--- src/rtl/lcd_sequencer.sv ---
// lcd_sequencer: generates the power-up, clear, home and slot-write command
// stream for a character display, with registered command words and
// NOP-filled gaps between them.
module lcd_sequencer #(
    parameter int unsigned SIZE       = 4,
    parameter logic [19:0] DELAY_INIT = 20'd750000,
    parameter logic [19:0] DELAY_CMD  = 20'd2000,
    parameter logic [19:0] DELAY_CLR  = 20'd80000
) (
    input  logic        i_clk,
    input  logic        i_rst,
    input  logic        i_refresh,
    input  logic        i_clear,
    output logic [10:0] o_comm,
    output logic        o_busy,
    output logic        o_init_done
);

    localparam int unsigned CNT_W  = 20;
    localparam int unsigned STEP_W = (SIZE <= 4) ? 2 : $clog2(SIZE);
    localparam logic [10:0] NOP    = 11'h200;

    typedef enum logic [2:0] {
        POWER_WAIT,
        INIT,
        CLEAR,
        HOME,
        WRITE,
        GAP,
        IDLE
    } state_e;

    state_e              state_q, state_d;
    state_e              tgt_q, tgt_d;       // where the current gap leads
    logic [STEP_W-1:0]   step_q, step_d;     // init step or slot index
    logic [CNT_W-1:0]    cnt_q, cnt_d;
    logic                long_q, long_d;     // current gap follows a clear
    logic                pend_ref_q, pend_ref_d;
    logic                pend_clr_q, pend_clr_d;
    logic [10:0]         comm_q, comm_d;
    logic                busy_q, busy_d;
    logic                done_q, done_d;

    logic                launch;
    state_e              lstate;
    logic [STEP_W-1:0]   lstep;
    logic [CNT_W-1:0]    gap_dly;
    logic                pend_any;
    logic                direct;

    // State register; reset aborts any sequence and restarts power-up.
    always_ff @(posedge i_clk or posedge i_rst) begin
        if (i_rst) begin
            state_q    <= POWER_WAIT;
            tgt_q      <= POWER_WAIT;
            step_q     <= '0;
            cnt_q      <= '0;
            long_q     <= 1'b0;
            pend_ref_q <= 1'b0;
            pend_clr_q <= 1'b0;
            comm_q     <= NOP;
            busy_q     <= 1'b1;
            done_q     <= 1'b0;
        end else begin
            state_q    <= state_d;
            tgt_q      <= tgt_d;
            step_q     <= step_d;
            cnt_q      <= cnt_d;
            long_q     <= long_d;
            pend_ref_q <= pend_ref_d;
            pend_clr_q <= pend_clr_d;
            comm_q     <= comm_d;
            busy_q     <= busy_d;
            done_q     <= done_d;
        end
    end

    // Next-state: decide when a word is launched, then what that word is.
    always_comb begin
        state_d    = state_q;
        tgt_d      = tgt_q;
        step_d     = step_q;
        cnt_d      = cnt_q;
        long_d     = long_q;
        pend_ref_d = pend_ref_q;
        pend_clr_d = pend_clr_q;
        comm_d     = NOP;
        launch     = 1'b0;
        lstate     = tgt_q;
        lstep      = step_q;
        gap_dly    = long_q ? DELAY_CLR : DELAY_CMD;
        pend_any   = pend_ref_q | pend_clr_q;
        direct     = (state_q == IDLE) && !pend_any;

        case (state_q)
            POWER_WAIT: begin
                if (cnt_q == DELAY_INIT) begin
                    launch = 1'b1;
                    lstate = INIT;
                    lstep  = '0;
                end else begin
                    cnt_d = cnt_q + 20'd1;
                end
            end
            GAP: begin
                if (cnt_q == gap_dly) begin
                    if (tgt_q == IDLE) begin
                        state_d = IDLE;
                    end else begin
                        launch = 1'b1;
                    end
                end else begin
                    cnt_d = cnt_q + 20'd1;
                end
            end
            IDLE: begin
                if (pend_any) begin
                    launch     = 1'b1;
                    lstate     = pend_clr_q ? CLEAR : HOME;
                    pend_ref_d = 1'b0;
                    pend_clr_d = 1'b0;
                end else if (i_refresh || i_clear) begin
                    launch = 1'b1;
                    lstate = i_clear ? CLEAR : HOME;
                end
            end
            default: begin
                state_d = POWER_WAIT;
            end
        endcase

        // Requests while a pass is running collapse into pending flags.
        if (done_q && !direct) begin
            if (i_refresh) pend_ref_d = 1'b1;
            if (i_clear)   pend_clr_d = 1'b1;
        end

        if (launch) begin
            state_d = GAP;
            cnt_d   = '0;
            long_d  = 1'b0;
            step_d  = '0;
            case (lstate)
                INIT: begin
                    case (lstep)
                        STEP_W'(0): comm_d = 11'h038;
                        STEP_W'(1): comm_d = 11'h00C;
                        STEP_W'(2): comm_d = 11'h006;
                        default:    comm_d = 11'h001;
                    endcase
                    if (lstep == STEP_W'(3)) begin
                        tgt_d  = HOME;
                        long_d = 1'b1;
                    end else begin
                        tgt_d  = INIT;
                        step_d = lstep + STEP_W'(1);
                    end
                end
                CLEAR: begin
                    comm_d = 11'h001;
                    tgt_d  = HOME;
                    long_d = 1'b1;
                end
                HOME: begin
                    comm_d = 11'h080;
                    tgt_d  = WRITE;
                    step_d = STEP_W'(1);
                end
                WRITE: begin
                    comm_d = 11'h500 | {3'b000, 8'(lstep)};
                    tgt_d  = (lstep == STEP_W'(SIZE - 1)) ? IDLE : WRITE;
                    step_d = lstep + STEP_W'(1);
                end
                default: begin
                    state_d = IDLE;
                end
            endcase
        end

        busy_d = (state_d != IDLE) || pend_ref_d || pend_clr_d;
        done_d = done_q || (state_d == IDLE);
    end

    assign o_comm      = comm_q;
    assign o_busy      = busy_q;
    assign o_init_done = done_q;

endmodule

--- config.mk ---
export PLATFORM = sky130hd
export DESIGN_NAME = lcd_sequencer
export DESIGN_NICKNAME = d
export VERILOG_FILES = /design/src/rtl/lcd_sequencer.sv
export SDC_FILE = /design/constraint.sdc
export NUM_CORES = 1
export LEC_CHECK = 0
export BUFFER_PORTS_ARGS = -buffer_cell sky130_fd_sc_hd__buf_4
export CAP_MARGIN = 20
export CELL_PAD_IN_SITES_DETAIL_PLACEMENT = 0
export CELL_PAD_IN_SITES_GLOBAL_PLACEMENT = 1
export CORE_UTILIZATION = 35
export DETAILED_ROUTE_END_ITERATION = 8
export MAX_ROUTING_LAYER = met4
export PLACE_DENSITY = 0.7
export SLEW_MARGIN = 20
export SYNTH_ARGS = -nofsm -noshare
export SYNTH_HDL_FRONTEND = slang
export SYNTH_SLANG_ARGS = --single-unit
export TNS_END_PERCENT = 50
--- constraint.sdc ---
create_clock -name i_clk -period 5.5 [get_ports i_clk]
set_clock_uncertainty 0.1 [all_clocks]
set_input_delay 1.1 -clock i_clk [delete_from_list [all_inputs] [get_ports i_clk]]
set_output_delay 1.1 -clock i_clk [all_outputs]
set_load 0.01 [all_outputs]
# After elaboration in Yosys (flattened, before gate mapping)
# Cells that the tools add are included.
# word_totals
out_inout_bits,13
regBits,44
# op_classes
bitwise,1
add_sub_neg,2
n_mux,42
reduce_logical,16
eq_ne,16
# ops
op,n
20-bit two-way mux,3
11-bit case mux with 4 select lines,1
20-bit case mux with 2 select lines,1
20-bit by 1-bit adder with 20-bit output (second input constant),1
20-bit by 17-bit equality test with 1-bit output,1
20-bit equality test (second input constant),1
3-bit two-way mux,6
6-bit case mux with 3 select lines,1
17-bit two-way mux,1
1-bit two-way mux,16
3-bit equality test (second input constant),5
2-bit two-way mux,6
3-bit case mux with 2 select lines,2
3-bit case mux with 4 select lines,1
11-bit two-way mux,1
3-bit != test (second input constant),3
3-bit by 2-bit equality test with 1-bit output (second input constant),2
2-bit case mux with 3 select lines,1
2-bit equality test (second input constant),2
1-bit logical OR,4
4-bit nonzero test,1
4-bit OR reduction,1
3-bit by 1-bit equality test with 1-bit output (second input constant),1
3-bit zero test,1
other kinds (12),14

# Longest topological paths before layout
# logic_depth
word_depth,11
depth_mapped,14

# Least setup slack after synthesis
# OpenSTA, ideal clock, no wires.
# synth_timing
path_kind,register to register
startpoint,register cnt_q[0]
endpoint,register tgt_q[1]
arrival_ps,2601
path_stages_with_launch,15
path_slack_ps,2658
synth_period_minus_slack_ps,2842
cell_sequence,dfrtp_1 -> inv_1 -> ha_1 -> or4b_4 -> nor4_4 -> and2_1 -> buf_4 -> nor2_1 -> ha_1 -> inv_1 -> nor4_1 -> a221oi_1 -> nor2_1 -> o22ai_1 -> a22oi_1
# synth_via
elab_chain_len,6
elab_cells_between_ends,19
# synth_lines
item,line,source
from (decl),36,"logic [CNT_W-1:0] cnt_q, cnt_d;"
from (signal assigned),68,cnt_q <= cnt_d;
20-bit equality test,97,if (cnt_q == DELAY_INIT) begin
3-bit two-way mux / 2-bit two-way mux (equally long branches),97,
3-bit case mux with 2 select lines / 2-bit two-way mux (equally long branches),95,case (state_q)
3-bit by 1-bit equality test with 1-bit output (tied with other cells),143,case (lstate)
4-bit nonzero test (no line) (tied with other cells),-,
2-bit AND reduction (no line) / 3-bit case mux with 4 select lines (equally long branches),-,
to (signal assigned),66,tgt_q <= tgt_d;
to (decl),34,"state_e tgt_q, tgt_d;"
# Several ways; a longest one is shown, not always the timed one.
# A chain may end at the register's enable or synchronous reset.

# Worst setup path after layout
# Same ends and word-level chain as after synthesis.

==> metrics.txt <==
# rows 29; setup TNS 0 ps; Die Wd 83.26 um; P_int ~540 uW; clk root buf clkbuf_8; Vias/cell between 5 and 6; Flop pwr share roughly half; DRT Pass-1 Iters 4; Final min period ~3300 ps; Num Clock Sinks 41; post-synthesis sequential area ratio about 45%; GRT Util Overall 15.63%; endpoints failing setup 0; worst slew pin tran roughly 650 ps; commonest non-fill, non-tap cell in the layout dfrtp_1; DRC violations left 0; Crit Path Class register to register; crit path cell chain inv_1, ha_1, or4b_4, nor4_4, and2_1, nor2_1, ha_1, inv_1, nor4_1, a221oi_1, nor2_1, o22ai_1, a22oi_1; max_cap viols 0; Synth Instances 242; I/O Pins 17; most frequent cells in the layout 39 x dfrtp_1, 37 x nor2_1, 16 x inv_1, 16 x buf_4, 15 x xnor2_1; synth warn 0; Post-CTS Hold Fix Bufs 0; Worst Hold Launch o_init_done$_DFF_PP0_; clock network power share between 30% and 40%; TritonCTS clock tree done; layout cells sized above 1 15.18%; Worst EP required approximately 5600 ps; CP endpoint kind register; Final Max Slew Viols 0; synthesized area around 2300 um2; Total Wirelength 4760 um; number of global-route vias before repair about 1700; Unique masters post-synth 53; switching fraction of total power around 28%; crit-path max cell delay 480 ps; peak supply drop just over 0.1 mV; H-tree levels 2; number of port buffers 15; Final Hold Fails 0; RSZ-0062 raised after global routing false; Die Area 6931 um2; worst reg2reg path endpoint tgt_q[1]$_DFFE_PP0P_; period utilization between 50 and 60%; final core utilization 40.71%; die height 83.26 um; routability congestion estimate 0.8269; cell count of the worst reg-to-reg path 13; CP Launch Type register; total congestion overflow 0; PD cells ~290 nW/um2; Net Sw Power around 210 uW; Logic pwr share 15.0%; Main synth FF type dfrtp_1; startpoint of the worst register-to-register path cnt_q[0]$_DFFE_PP0P_; FFs w/ async S/R, synth 100.0%; Syn Nets 252; R2R setup slack around 2200 ps; Syn Area/Cell about 9.5 um2; initial core utilization 36.39%; CTS max path bufs 2; Leak 1.159 nW; CTS-repair resized insts 0; pin count of the biggest net entering global routing between 40 and 50; Hold Crit Class register to register; number of synthesized flops with an enable pin 0; status complete, no violations; HPWL Detailed 3329 um; max frequency slightly above 300 MHz; hold path endpoint o_init_done$_DFF_PP0_; Area Overhead vs Synth 11.86%; worst hold stages 1; Initial DRC Count between 100 and 150; Filler Cell Count approximately 630; power after layout between 700 and 800 uW; first-pass GRT wire length ~8400 um; Clk pin slew, worst setup/hold paths 80 ps; Wirelength per Cell 14.25 um; nets ~270; clock latency at the later pin of the worst-skew pair roughly 300 ps; Worst slew margin between 50% and 60%; initial antenna violation count 0; FF+latch count, synth 41; Crit-path slowest cell or4b_4; core footprint 6350 um2; Final ANT Viol Nets 0; CP max FO 8; antenna cell count 0; crit path DAT roughly 3300 ps; CTS Buf Count 5; number of buffers added for setup after CTS 0; via count roughly 1700
## stage by stage
stage | hold slack, ps | setup slack (ps) | instance area [um2] | instances
after floorplan | 389.1 | 2658 | 2311 | 242
after global placement | 400.1 | 2358 | 2469 | 326
after detailed placement | 404.1 | 2259 | 2469 | 326
after CTS | 428.4 | 2252 | 2585 | 334
after global routing | 472.0 | 1976 | 2585 | 334
final | 420.9 | 2237 | 2585 | 334
## power groups by stage
stage                     clock, mW  sequential, mW  combinational [mW]
after global routing          0.269           0.394               0.131
after floorplan                   0           0.379              0.0941
after CTS                     0.256           0.386               0.115
final                         0.250           0.387               0.113
after detailed placement          0           0.391               0.114
after global placement            0           0.391               0.111
## routing by layer
metal / vias up / GRT usage [%] / wire [um]
li1: 870 / - / -
met1: 838 / 20.36 / 2370
met2: 27 / 24.22 / 2160
met3: 5 / 3.082 / 154
met4: 0 / 5.643 / 74
met5: - / - / 0
## cells by family after synthesis
| group | Yosys count | share of synthesized area (%) |
|---|---|---|
| simple gates | 105 | 24.47 |
| compound gates | 47 | 15.97 |
| flops | 41 | 44.50 |
| buf+inv | 25 | 5.144 |
| xor+xnor | 16 | 6.064 |
| fa+ha+maj | 6 | 3.248 |
| other cells | 1 | 0.1623 |
| mux | 1 | 0.4332 |
## worst max-delay path: cells and delay by family, from the launching register on
kind,cells,cell delay [ps]
AO/OA/AOI/OAI,3,540
flip-flops,1,430
AND/OR/NAND/NOR,6,1460
buffers and inverters,2,190
adder cells (fa/ha/maj),2,420
## state kept, by name, summed over array words and instances (netlist names)
| name | cells |
|---|---|
| cnt_q | 20 |
| long_q | 1 |
| o_busy | 1 |
| o_comm | 8 |
| o_init_done | 1 |
| pend_clr_q | 1 |
| pend_ref_q | 1 |
| state_q | 3 |
| step_q | 2 |
| tgt_q | 3 |
## Yosys cell counts (6+ instances only)
master	number	area [um2]
inv_1	16	60.06
and3_1	6	37.54
nand3_1	7	35.03
nand2_1	10	37.54
nor3_1	10	50.05
nor2_1	37	138.9
a21oi_1	12	60.06
ha_1	6	75.07
dfrtp_1	39	975.9
o21ai_0	6	30.03
xnor2_1	15	131.4
## worst max path at each step
stage	from	to	slack [ps]
after floorplan	cnt_q[0]$_DFFE_PP0P_	tgt_q[1]$_DFFE_PP0P_	2660
after global placement	cnt_q[0]$_DFFE_PP0P_	tgt_q[1]$_DFFE_PP0P_	2360
after detailed placement	cnt_q[0]$_DFFE_PP0P_	tgt_q[1]$_DFFE_PP0P_	2260
after CTS	cnt_q[0]$_DFFE_PP0P_	tgt_q[1]$_DFFE_PP0P_	2250
after global routing	cnt_q[0]$_DFFE_PP0P_	tgt_q[1]$_DFFE_PP0P_	1980
final	cnt_q[0]$_DFFE_PP0P_	tgt_q[1]$_DFFE_PP0P_	2240
## area by class of cell
| class | instances | area, um2 | area share [%] |
|---|---|---|---|
| sequential | 41 | 1028 | 39.79 |
| tap | 77 | 96.34 | 3.727 |
| multi-input combinational | 176 | 1164 | 45.01 |
| inverter | 16 | 60.06 | 2.323 |
| clock inverter | 1 | 30.03 | 1.162 |
| timing repair buffer | 16 | 120.1 | 4.647 |
| clock buffer | 7 | 86.33 | 3.340 |
Power figures use the tool's default switching activity.
